==> config.mk <==
export PLATFORM = sky130hd
export DESIGN_NAME = led_matrix_scanner
export DESIGN_NICKNAME = d
export VERILOG_FILES = /design/src/rtl/led_matrix_pkg.sv /design/src/rtl/led_scan_timer.sv /design/src/rtl/led_matrix_scanner.sv
export SDC_FILE = /design/constraint.sdc
export NUM_CORES = 1
export LEC_CHECK = 0
export ABC_AREA = 1
export BUFFER_PORTS_ARGS = -buffer_cell sky130_fd_sc_hd__buf_2
export CAP_MARGIN = 30
export CORE_MARGIN = 2
export CORE_UTILIZATION = 40
export DETAILED_ROUTE_END_ITERATION = 8
export SLEW_MARGIN = 20
export SYNTH_ARGS = -nofsm -noshare
export SYNTH_HDL_FRONTEND = slang
export SYNTH_SLANG_ARGS = --single-unit
==> constraint.sdc <==
create_clock -name clk -period 4.78 [get_ports clk]
set_input_delay 0.478 -clock clk [delete_from_list [all_inputs] [get_ports clk]]
set_output_delay 0.478 -clock clk [all_outputs]
set_load 0.01 [all_outputs]
==> src/rtl/led_matrix_pkg.sv <==
// Shared types and default geometry/timing for the LED matrix column scanner.
package led_matrix_pkg;

    localparam int DEF_N_COLS       = 5;
    localparam int DEF_N_ROWS       = 7;
    localparam int DEF_DWELL_CYCLES = 50000;
    localparam int DEF_BLANK_CYCLES = 16;

    typedef enum logic [1:0] {
        IDLE  = 2'd0,
        BLANK = 2'd1,
        DRIVE = 2'd2
    } state_e;

    // Width of a down-counter that must hold both (dwell-1) and (blank-1).
    function automatic int cnt_width(input int dwell, input int blank);
        int m;
        m = (dwell > blank) ? dwell : blank;
        return (m > 2) ? $clog2(m) : 1;
    endfunction

endpackage

==> src/rtl/led_scan_timer.sv <==
// Load/count/terminal-count down-counter timing both the BLANK and DRIVE phases.
module led_scan_timer #(
    parameter int W = 16
) (
    input  logic         clk,
    input  logic         reset,
    input  logic         clear_i,
    input  logic         load_i,
    input  logic [W-1:0] load_val_i,
    input  logic         count_i,
    output logic [W-1:0] cnt_o,
    output logic [W-1:0] cnt_next_o,
    output logic         tc_o
);

    logic [W-1:0] cnt_q, cnt_d;

    always_comb begin
        // NOTE: default assignment first so every path drives cnt_d and no latch is inferred.
        cnt_d = cnt_q;
        if (clear_i) begin
            cnt_d = '0;
        end else if (load_i) begin
            cnt_d = load_val_i;
        end else if (count_i && (cnt_q != '0)) begin
            cnt_d = cnt_q - 1'b1;
        end
    end

    always_ff @(posedge clk) begin
        // NOTE: non-blocking assignment for state so all flops update together at the edge.
        if (reset) begin
            cnt_q <= '0;
        end else begin
            cnt_q <= cnt_d;
        end
    end

    assign cnt_o      = cnt_q;
    assign cnt_next_o = cnt_d;
    assign tc_o       = (cnt_q == '0);

endmodule

==> src/rtl/led_matrix_scanner.sv <==
// Double-buffered LED matrix column scanner with blanking between columns.
// Optional per-frame brightness PWM is enabled by defining LED_MATRIX_BRIGHTNESS_EN.
module led_matrix_scanner
    import led_matrix_pkg::*;
#(
    parameter int N_COLS       = DEF_N_COLS,
    parameter int N_ROWS       = DEF_N_ROWS,
    parameter int DWELL_CYCLES = DEF_DWELL_CYCLES,
    parameter int BLANK_CYCLES = DEF_BLANK_CYCLES
) (
    input  logic                     clk,
    input  logic                     reset,
    input  logic                     enable,
    input  logic [N_COLS*N_ROWS-1:0] frame_data,
    input  logic                     frame_valid,
`ifdef LED_MATRIX_BRIGHTNESS_EN
    input  logic [2:0]               brightness,
`endif
    output logic                     frame_ready,
    output logic [N_COLS-1:0]        col_en,
    output logic [N_ROWS-1:0]        rows,
    output logic                     frame_done
);

    localparam int FB_W  = N_COLS * N_ROWS;
    localparam int IDX_W = $clog2(N_COLS);
    localparam int CNT_W = cnt_width(DWELL_CYCLES, BLANK_CYCLES);

    localparam logic [IDX_W-1:0] LAST_IDX   = IDX_W'(N_COLS - 1);
    localparam logic [CNT_W-1:0] DWELL_LOAD = CNT_W'(DWELL_CYCLES - 1);
    localparam logic [CNT_W-1:0] BLANK_LOAD = CNT_W'(BLANK_CYCLES - 1);

    state_e            state_q, state_d;
    logic [IDX_W-1:0]  idx_q, idx_d;
    logic [FB_W-1:0]   front_q, front_d, back_q, back_d;
    logic              pending_q, pending_d;
    logic [N_COLS-1:0] col_en_q, col_en_d;
    logic [N_ROWS-1:0] rows_q, rows_d;
    logic              done_q, done_d;

    logic              t_clear, t_load, t_count, t_tc, col0_entry;
    logic [CNT_W-1:0]  t_load_val, t_cnt, t_cnt_next;

    led_scan_timer #(.W(CNT_W)) u_timer (
        .clk        (clk),
        .reset      (reset),
        .clear_i    (t_clear),
        .load_i     (t_load),
        .load_val_i (t_load_val),
        .count_i    (t_count),
        .cnt_o      (t_cnt),
        .cnt_next_o (t_cnt_next),
        .tc_o       (t_tc)
    );

`ifdef LED_MATRIX_BRIGHTNESS_EN
    localparam int                CW1    = CNT_W + 1;
    localparam logic [CNT_W:0]    STEP_W = CW1'(DWELL_CYCLES / 8);
    logic [2:0]     bright_q, bright_d;
    logic [CNT_W:0] dark_thr;

    assign bright_d = (state_q != DRIVE && state_d == DRIVE) ? brightness : bright_q;
    // Rows are lit while the remaining count is at or above (7-brightness) eighths.
    assign dark_thr = CW1'(3'd7 - bright_d) * STEP_W;

    always_ff @(posedge clk) begin
        if (reset) bright_q <= '0;
        else       bright_q <= bright_d;
    end
`endif

    always_ff @(posedge clk) begin
        // NOTE: frame buffers are reset because blank-on-reset content is required behaviour.
        if (reset) begin
            state_q   <= IDLE;
            idx_q     <= '0;
            front_q   <= '0;
            back_q    <= '0;
            pending_q <= 1'b0;
            col_en_q  <= '0;
            rows_q    <= '0;
            done_q    <= 1'b0;
        end else begin
            state_q   <= state_d;
            idx_q     <= idx_d;
            front_q   <= front_d;
            back_q    <= back_d;
            pending_q <= pending_d;
            col_en_q  <= col_en_d;
            rows_q    <= rows_d;
            done_q    <= done_d;
        end
    end

    always_comb begin
        state_d    = state_q;
        idx_d      = idx_q;
        t_clear    = 1'b0;
        t_load     = 1'b0;
        t_load_val = '0;
        t_count    = 1'b0;
        col0_entry = 1'b0;
        unique case (state_q)
            IDLE: if (enable) begin
                state_d    = BLANK;
                t_load     = 1'b1;
                t_load_val = BLANK_LOAD;
                col0_entry = 1'b1;
            end
            BLANK: if (!enable) begin
                state_d = IDLE;
                idx_d   = '0;
                t_clear = 1'b1;
            end else if (t_tc) begin
                state_d    = DRIVE;
                t_load     = 1'b1;
                t_load_val = DWELL_LOAD;
            end else begin
                t_count = 1'b1;
            end
            DRIVE: if (!enable) begin
                state_d = IDLE;
                idx_d   = '0;
                t_clear = 1'b1;
            end else if (t_tc) begin
                state_d    = BLANK;
                t_load     = 1'b1;
                t_load_val = BLANK_LOAD;
                if (idx_q == LAST_IDX) begin
                    idx_d      = '0;
                    col0_entry = 1'b1;
                end else begin
                    idx_d = idx_q + 1'b1;
                end
            end else begin
                t_count = 1'b1;
            end
            default: begin
                state_d = IDLE;
                idx_d   = '0;
                t_clear = 1'b1;
            end
        endcase
    end

    // Swap and write are exclusive: a swap needs pending, a write needs !pending.
    always_comb begin
        front_d   = front_q;
        back_d    = back_q;
        pending_d = pending_q;
        if (col0_entry && pending_q) begin
            front_d   = back_q;
            pending_d = 1'b0;
        end
        if (frame_valid && !pending_q) begin
            back_d    = frame_data;
            pending_d = 1'b1;
        end
    end

    always_comb begin
        col_en_d = '0;
        rows_d   = '0;
        done_d   = 1'b0;
        if (state_d == DRIVE) begin
            col_en_d[idx_d] = 1'b1;
            rows_d          = front_d[idx_d*N_ROWS +: N_ROWS];
`ifdef LED_MATRIX_BRIGHTNESS_EN
            if ({1'b0, t_cnt_next} < dark_thr) rows_d = '0;
`endif
            done_d = (t_cnt_next == '0) && (idx_d == LAST_IDX);
        end
    end

    assign frame_ready = !pending_q;
    assign col_en      = col_en_q;
    assign rows        = rows_q;
    assign frame_done  = done_q;

endmodule
==> results.py <==
metrics = {
    "logic_synthesis": {
        "yosysSeqAreaShare_pct": 41.1,
        "yosys.area.top_type": "dfxtp_1",
        "ys_ff_latch": 105,
        "syn_inst": 744,
        "synth_cell_types": 33,
        "syn_avg_cell_area_um2": 6.87,
        "synthesis.area_um2": 5110,
        "synth_nets": 791,
        "yosys_warnings": 0,
        "synthTopCellsByArea": "dfxtp_1, nand2_1, nand3_1",
        "synth_top_area_share_pct": 41.1,
    },
    "worst_setup_path": {
        "start_kind": "flip-flop",
        "max_stage_delay_ps": 520,
        "crit_path_top_delay_cell": "nand2_2",
        "critPathKind": "flip-flop to flip-flop",
        "crit_path_max_fanout": 43,
        "crit_chain": "inv_1, ha_1, inv_1, nor2_1, nand2_1, nor2_2, nand4_1, nand2_1, buf_4, nand2_2, o21ai_1, nand3_1, nand3_1, nand2_1, inv_1",
        "ff2ff_setup_slack_ps": 1950,
        "reg2reg_depth": 15,
        "r2r_start": "u_timer.cnt_o[0]",
        "endpoint_kind": "flip-flop",
        "cp.arrival_ps": 3140,
        "rr_endpoint": "rows[2]",
        "required_ps": 5090,
    },
    "die": {
        "io_pins": 53,
        "core-area_um2": 12600,
        "dieWidth_um": 117,
        "rows": 41,
        "die_area_um2": 13700,
        "start_util_pct": 40.7,
        "fp.dieH_um": 117,
    },
    "sta": {
        "worst_pin_slew_ps": 777,
        "clock.fmax_mhz": 353,
        "tns_ps": 0,
        "finalSetupViolations": 0,
        "finalWorstSetupSlack_ps": 1950,
        "rsz0062_at_grt": "false",
        "hold_violations": 0,
        "relSlewSlack_pct": 48.0,
        "final-max-slew-violation-count": 0,
        "hold_ws_ps": 364,
        "skew_ps": 9.01,
        "post-route-min-period_ps": 2830,
        "post-route-period-util_pct": 59.3,
    },
    "power_and_ir_drop": {
        "switching_power_mw": 0.896,
        "swShare_pct": 36.0,
        "seqPwrFrac_pct": 38.9,
        "pwr-share-comb_pct": 30.1,
        "power_mw": 2.49,
        "ir_drop_v": 0.000166,
        "p_per_area_nw_per_um2": 429,
        "leakage_nw": 2.74,
        "internal-power_mw": 1.59,
        "p_clk_share_pct": 31.0,
    },
    "global_route": {
        "grt_max_degree": 93,
        "grtUsageMet1_pct": 26.0,
        "grt_pass1_wl_um": 21300,
        "grt_use_met2_pct": 32.4,
        "grt_pass1_vias": 4492,
        "grtUsageMet3_pct": 3.30,
        "grt_busiest_layer": "met2",
        "grt-ovfl-total": 0,
        "antenna_found_initial": 0,
        "grt.total_usage_pct": 19.8,
    },
    "clock_tree": {
        "ctsHoldBuffers": 0,
        "cts_tree": "built",
        "post_cts_resized": 0,
        "cts_buffers": 9,
        "cts_root_buffer": "clkbuf_16",
        "insertion_delay_ps": 360,
        "cts.clk_slew.worst_paths_ps": 80,
        "htreeDepth": 3,
        "cts_setup_buffers": 0,
        "clkSinkCount": 105,
        "cts.path.max_buffers": 2,
    },
    "layout": {
        "antenna_cells": 0,
        "drive_gt1_share_pct": 13.9,
        "final_util_pct": 46.2,
        "final_cells": 957,
        "fin_area_um2": 5810,
        "area_delta_synth_final_pct": 13.6,
        "final_nets": 827,
    },
    "placement": {
        "place_ws_ps": 1920,
        "gp_congestion": 0.860,
        "dp_hpwl_um": 8980,
        "portBuffers": 52,
        "place_area_um2": 5470,
        "dp_cells": 940,
    },
    "detailed_routing": {
        "initialDrtViolationCount": 344,
        "wl_um": 12700,
        "viasPerCell": 4.95,
        "route.detailed.drc": 0,
        "vias": 4734,
        "firstDrtPassIters": 7,
        "ant_nets": 0,
        "drt-wirelength-per-cell_um": 13.3,
    },
    "hold_path": {
        "hold_path_class": "primary input to flip-flop",
        "whs_endpoint": "back_q[21]",
        "min_path_cells": 3,
        "worstHoldStart": "frame_data[21]",
    },
    "job": {
        "maxCapViolations": 0,
    },
    "status": {
        "outcome": "complete, no violations",
    },
}
==> power by group through the flow <==
stage	Combinational (mW)	Sequential [mW]	Clock, mW
after floorplan	0.595	0.976	0
after global placement	0.730	0.986	0
after detailed placement	0.741	0.987	0
after CTS	0.744	0.968	0.791
after global routing	0.853	0.975	0.823
final	0.750	0.968	0.772
==> area by class of cell <==
type                    instances  area, µm²
well taps                     172        215
clock buffers                   9        225
repair buffers                 58        333
multi-input cells             529       2550
inverters                      77        292
flip-flops and latches        105       2100
clock inverters                 7       88.8
fillers                      1283       6760
==> state kept, by name, indices dropped and copies added, names as in the netlist <==
| name | count |
|---|---|
| back_q | 35 |
| front_q | 35 |
| u_timer.cnt_o | 16 |
| rows | 7 |
| col_en | 5 |
| idx_q | 3 |
| state_q | 2 |
| frame_done | 1 |
| pending_q | 1 |
==> cells by family (layout without fill, tap and decap cells) <==
family / after synthesis / in the layout / synth area share, %
adder cells (fa/ha/maj): 8 / 8 / 1.96
AND/OR/NAND/NOR: 435 / 435 / 38.2
XOR/XNOR: 7 / 7 / 1.20
buffers and inverters: 110 / 151 / 9.05
flip-flops: 105 / 105 / 41.1
AO/OA/AOI/OAI: 79 / 79 / 8.47
==> cells in the final DEF, fill, tap and decap left out, types with 4 or more instances in the layout <==
master / synthesis / final
nand2_1: 222 / 222
xor2_1: 7 / 7
ha_1: 8 / 8
nand4_1: 7 / 7
nand2_2: 8 / 8
a211oi_1: 7 / 7
nor2_4: 5 / 5
nor2_2: 6 / 7
nand3_1: 78 / 78
inv_1: 72 / 72
clkbuf_16: 0 / 9
buf_2: 5 / 52
o21ai_1: 12 / 12
dfxtp_1: 105 / 105
nand2_4: 6 / 6
nand3b_1: 14 / 14
o21ai_0: 11 / 11
a21oi_1: 45 / 45
nor2_1: 84 / 83
buf_4: 3 / 4
==> worst max-delay path by stage <==
stage | slack [ps] | startpoint | end
2_1_floorplan | 2900 | u_timer.cnt_o[0] | rows[5]
6_report | 1950 | u_timer.cnt_o[0] | rows[2]
5_1_grt | 1630 | u_timer.cnt_o[0] | rows[1]
3_5_place_dp | 1920 | u_timer.cnt_o[0] | rows[2]
4_1_cts | 1890 | u_timer.cnt_o[0] | rows[2]
3_3_place_gp | 2000 | u_timer.cnt_o[0] | rows[2]
==> worst max-delay path: cells and delay by family (launching register included) <==
family                     cells  cell delay (ps)
AOI/OAI and AO/OA              1              410
adders and majority gates      1              210
DFF                            1              320
buffers and inverters          4              520
and+or+nand+nor                9             1300
==> Yosys cell counts, drive strengths merged <==
library cell,instances
dfxtp,105
ha,8
a21oi,46
a211oi,7
nand3,79
nor2,96
clkinv,2
o211ai,1
nand3b,14
xor2,7
nor4,1
clkbuf,21
nand2,236
inv,75
or2,1
o21a,1
o21ai,24
buf,12
nand4,8
==> routing by layer <==
metal  share of wire (%)  wire [µm]
met1                  48       6040
met2                  46       5900
met3                 4.0        514
met4                 2.1        262
met5                   0          0
Power figures use the tool's default switching activity.
